<file path="src/rtl/traffic_timer.sv">
// traffic_timer: times green/yellow phases with a prescaled tick and pulses count_done_g/_y on expiry.
// Define TRAFFIC_TIMER_RUNTIME_DUR_EN to take phase durations from the green_dur/yellow_dur ports.
`timescale 1ns/1ps
module traffic_timer #(
  parameter int TICK_DIV   = 50_000_000,
  parameter int GREEN_SEC  = 25,
  parameter int YELLOW_SEC = 3,
  parameter int CNT_W      = 8
) (
  input  logic             clk,
  input  logic             rst_n,
  input  logic             count_g,
  input  logic             count_y,
`ifdef TRAFFIC_TIMER_RUNTIME_DUR_EN
  input  logic [CNT_W-1:0] green_dur,
  input  logic [CNT_W-1:0] yellow_dur,
`endif
  output logic             count_done_g,
  output logic             count_done_y,
  output logic [CNT_W-1:0] remain
);

  localparam int PRE_W = $clog2(TICK_DIV);
  localparam logic [PRE_W-1:0] PRE_MAX = PRE_W'(TICK_DIV - 1);

  typedef enum logic [1:0] {
    MODE_IDLE   = 2'd0,
    MODE_GREEN  = 2'd1,
    MODE_YELLOW = 2'd2
  } mode_e;

  mode_e            mode;
  mode_e            prev_mode_q;
  logic [PRE_W-1:0] presc_q;
  logic [CNT_W-1:0] remain_q;
  logic             done_g_q;
  logic             done_y_q;

  logic [CNT_W-1:0] green_raw;
  logic [CNT_W-1:0] yellow_raw;
  logic [CNT_W-1:0] green_load;
  logic [CNT_W-1:0] yellow_load;
  logic             tick;

  // The invalid request 11 falls into the default and behaves exactly like idle.
  always_comb begin
    mode = MODE_IDLE;
    case ({count_g, count_y})
      2'b10:   mode = MODE_GREEN;
      2'b01:   mode = MODE_YELLOW;
      default: mode = MODE_IDLE;
    endcase
  end

`ifdef TRAFFIC_TIMER_RUNTIME_DUR_EN
  assign green_raw  = green_dur;
  assign yellow_raw = yellow_dur;
`else
  assign green_raw  = CNT_W'(GREEN_SEC);
  assign yellow_raw = CNT_W'(YELLOW_SEC);
`endif

  // A zero-length phase would never produce a done pulse, so it is stretched to one tick.
  assign green_load  = (green_raw == '0)  ? CNT_W'(1) : green_raw;
  assign yellow_load = (yellow_raw == '0) ? CNT_W'(1) : yellow_raw;

  assign tick = (presc_q == PRE_MAX);

  always_ff @(posedge clk or negedge rst_n) begin
    if (!rst_n) begin
      prev_mode_q <= MODE_IDLE;
      presc_q     <= '0;
      remain_q    <= '0;
      done_g_q    <= 1'b0;
      done_y_q    <= 1'b0;
    end else begin
      prev_mode_q <= mode;
      done_g_q    <= 1'b0;
      done_y_q    <= 1'b0;
      if (mode == MODE_IDLE) begin
        presc_q  <= '0;
        remain_q <= '0;
      end else if (mode != prev_mode_q) begin
        presc_q  <= '0;
        remain_q <= (mode == MODE_GREEN) ? green_load : yellow_load;
      end else begin
        presc_q <= tick ? '0 : presc_q + 1'b1;
        // Done fires only on the 1->0 step, so a phase parked at 0 stays silent.
        if (tick && (remain_q != '0)) begin
          remain_q <= remain_q - 1'b1;
          if (remain_q == CNT_W'(1)) begin
            done_g_q <= (mode == MODE_GREEN);
            done_y_q <= (mode == MODE_YELLOW);
          end
        end
      end
    end
  end

  assign count_done_g = done_g_q;
  assign count_done_y = done_y_q;
  assign remain       = remain_q;

endmodule

</file>
<file path="config.mk">
export PLATFORM = sky130hd
export DESIGN_NAME = traffic_timer
export DESIGN_NICKNAME = d
export VERILOG_FILES = /design/src/rtl/traffic_timer.sv
export SDC_FILE = /design/constraint.sdc
export NUM_CORES = 1
export LEC_CHECK = 0
export ABC_AREA = 1
export CORE_AREA = 2 2 63 125
export CTS_CLUSTER_DIAMETER = 40
export DETAILED_ROUTE_END_ITERATION = 12
export DIE_AREA = 0 0 65 127
export GPL_ROUTABILITY_DRIVEN = 0
export PLACE_DENSITY = 0.51
export SYNTH_ARGS = -nofsm -noshare
export SYNTH_HDL_FRONTEND = slang
export SYNTH_SLANG_ARGS = --single-unit
</file>
<file path="constraint.sdc">
create_clock -name clk -period 2.1 [get_ports clk]
set_input_delay 0.42 -clock clk [delete_from_list [all_inputs] [get_ports clk]]
set_output_delay 0.42 -clock clk [all_outputs]
set_load 0.01 [all_outputs]
</file>
==> metrics <==
core footprint=roughly 0.0072 mm²; status=finished, final reports clean; maxcap violations=0; CP Class=in -> reg; root buffer cell=clkbuf_16; CTS Buf Count=5; CP endpoint kind=register; Antenna Cells=0; fin cells=480; Final Skew=3.23 ps; CTS tree=done; PwrDens=between 700 and 800 mW/mm²; worst slack, placed=-188 ps; synth top area cells=dfrtp_1 38%, nand2_1 15%, nor2_1 11%; Ports=14; r2r startpoint=presc_q[0]; routed vias/inst=roughly 4.7; final wirelength=approximately 6900 µm; row count=44; TNS Setup=0 ps; Worst Reg-to-Reg Cells=8; Slew Limit Fails=0; Final min period=1960 ps; effective utilization at floorplan=roughly 35%; final hold slack=roughly 180 ps; vias in the first global route=~2,400; vias post-DR=~2,300; R2R setup slack=around 350 ps; Post-CTS Setup Bufs=0; Crit Path Max Fanout=10; mean routed wirelength per cell=around 14 µm; Syn Nets=366; Post-CTS Hold Fix Bufs=0; fin area=0.00304 mm²; CTS sink cnt=38; Cells after Synth=~350; Slew Limit Headroom=between 60% and 70%; leakage=around 1.4 nW; worst-margin pin slew=between 500 and 600 ps; Slowest-stage cell, CP=clkdlybuf4s50_1; synthesized flop and latch total=38; Cell Area, Synth=0.00249 mm²; post-synth top area cell=dfrtp_1; share of cells above drive strength 1=around 12%; Die W=approximately 65 µm; RSZ-0062 raised after global routing=false; Die ar.=between 0.008 and 0.009 mm²; Hold Path Class=in -> async; achievable frequency=about 0.5 GHz; setup ws final=141 ps; Port Buffers=13; largest net degree at the start of global routing=39; peak supply drop=approximately 0.60 mV; Crit path arrival time=about 2200 ps; aggregate global-route resource usage=18.8%; Crit path largest cell delay=approximately 510 ps; fin nets=roughly 400; r2r endpoint=presc_q[22]; syn_area_per_cell=just over 7 µm²; first-pass GRT wire length=~12,000 µm; Required @ worst endpoint=~2300 ps; worst path cell trace=clkdlybuf4s50_1 -> inv_1 -> ha_1 -> xor2_1 -> nor2_2 -> nand2_1 -> a21oi_4 -> buf_12 -> nand2_1 -> nor2_1; Clock Latency Late Sink=290 ps; final antenna-violating net count=0; initial antenna violation count=0; DPL Wire Length=between 5000 and 6000 µm; Placed Cells=about 470; post-synthesis sequential area ratio=38.1%; Placed Area=0.00284 mm²; total gr overflow=0; Syn. warnings=0; Bufs on Longest Clock Path=2; # H-tree levels=2; final hold vios=0; DRC Markers=0; most used cell, CP=nand2_1; Area Overhead vs Synth=21.7%; Iter 0 DRT Violations=a little over 100; CTS clock-pin slew for the worst setup and hold paths=60 ps; top-area cell type share of the netlist area=about two fifths; Yosys cell types=25; Die Y-Extent=about 130 µm; Pre-antenna DRT Iters=4; final period utilization=93.3%; crit start category=input port; Setup violations, final=0; Post-CTS Resized=0
flip-flops by register name (all words and copies together) (netlist names):
| register | cells |
|---|---|
| prev_mode_q | 2 |
| remain | 8 |
| count_done_y | 1 |
| presc_q | 26 |
| count_done_g | 1 |
layer usage:
metal  vias to the layer above  share of wire (%)  track usage [%]  wire, µm
met1                      1055                 34             17.3      2340
met3                        13                2.0             1.85       137
met2                        46                 60             38.1      4130
li1                       1161                  -                -         -
met4                         0                3.5             9.89       243
met5                         -                  0                0         0
worst max-delay path by stage:
| stage | startpoint | end | slack [ps] | cells past startpoint |
|---|---|---|---|---|
| floorplan | count_g | remain[7] | 500 | 9 |
| global placement | count_g | remain[1] | -170 | 10 |
| detailed placement | count_g | presc_q[21] | -190 | 10 |
| CTS | count_g | presc_q[21] | 120 | 10 |
| global route | count_g | presc_q[23] | 9 | 10 |
| finish | count_g | presc_q[21] | 140 | 10 |
power breakdown:
| group | internal, mW | switching, mW | total (mW) |
|---|---|---|---|
| clock | 0.683 | 0.319 | 1.00 |
| combinational | 0.179 | 0.261 | 0.440 |
| sequential | 0.763 | 0.0441 | 0.807 |
cells in the mapped netlist:
cell,n
dfrtp_1,38
nand3_2,1
nor2_1,76
nor3b_1,1
buf_6,1
nand2_4,3
xor2_1,5
nor3_1,12
xnor2_1,6
a21oi_4,1
nand3_1,20
buf_4,1
nand2_1,99
nand2_2,6
nor2_8,2
nor2_4,3
ha_1,8
nand3_4,1
nor2_2,4
nand4_1,9
a31oi_1,1
a21oi_1,6
o21ai_0,5
inv_1,44
nand3b_1,1
worst max-delay path, delay by kind of cell:
| family | cells | cell delay [ps] |
|---|---|---|
| AO/OA/AOI/OAI | 1 | 160 |
| XOR/XNOR | 1 | 180 |
| adder cells (fa/ha/maj) | 1 | 250 |
| buffers and inverters | 3 | 730 |
| AND/OR/NAND/NOR | 4 | 430 |
cell type report:
cell class                 count  area (µm²)
inverter                      44         165
multi-input combinational    270        1360
fill                         758        4180
timing repair buffer          28         250
sequential                    38         951
clock inverter                 3        68.8
tap                           92         115
clock buffer                   5         125
cell families after synthesis:
kind of cell | after synthesis | synth area share (%)
DFF | 38 | 38.1
xor gates and xnor gates | 11 | 3.86
buffers and inverters | 46 | 7.37
AOI/OAI and AO/OA | 13 | 3.11
adders and majority gates | 8 | 4.01
and+or+nand+nor | 238 | 43.5
metrics by stage:
stage | util [%] | total power [mW]
after floorplan | - | 1.07
after global placement | 39.4 | 1.26
after detailed placement | 39.4 | 1.26
after CTS | 42.1 | 2.28
after global routing | 42.1 | 2.37
final | 42.1 | 2.25
placed cells by master, fill, tap and decap left out, types with 6 or more instances in the layout:
| cell type | instances |
|---|---|
| nor3_1 | 12 |
| nor2_1 | 76 |
| ha_1 | 8 |
| buf_4 | 14 |
| nand4_1 | 9 |
| inv_1 | 44 |
| nand3_1 | 20 |
| nand2_2 | 6 |
| a21oi_1 | 6 |
| dfrtp_1 | 38 |
| clkdlybuf4s50_1 | 12 |
| xnor2_1 | 6 |
| nand2_1 | 99 |
(Power assumes the default switching activity.)
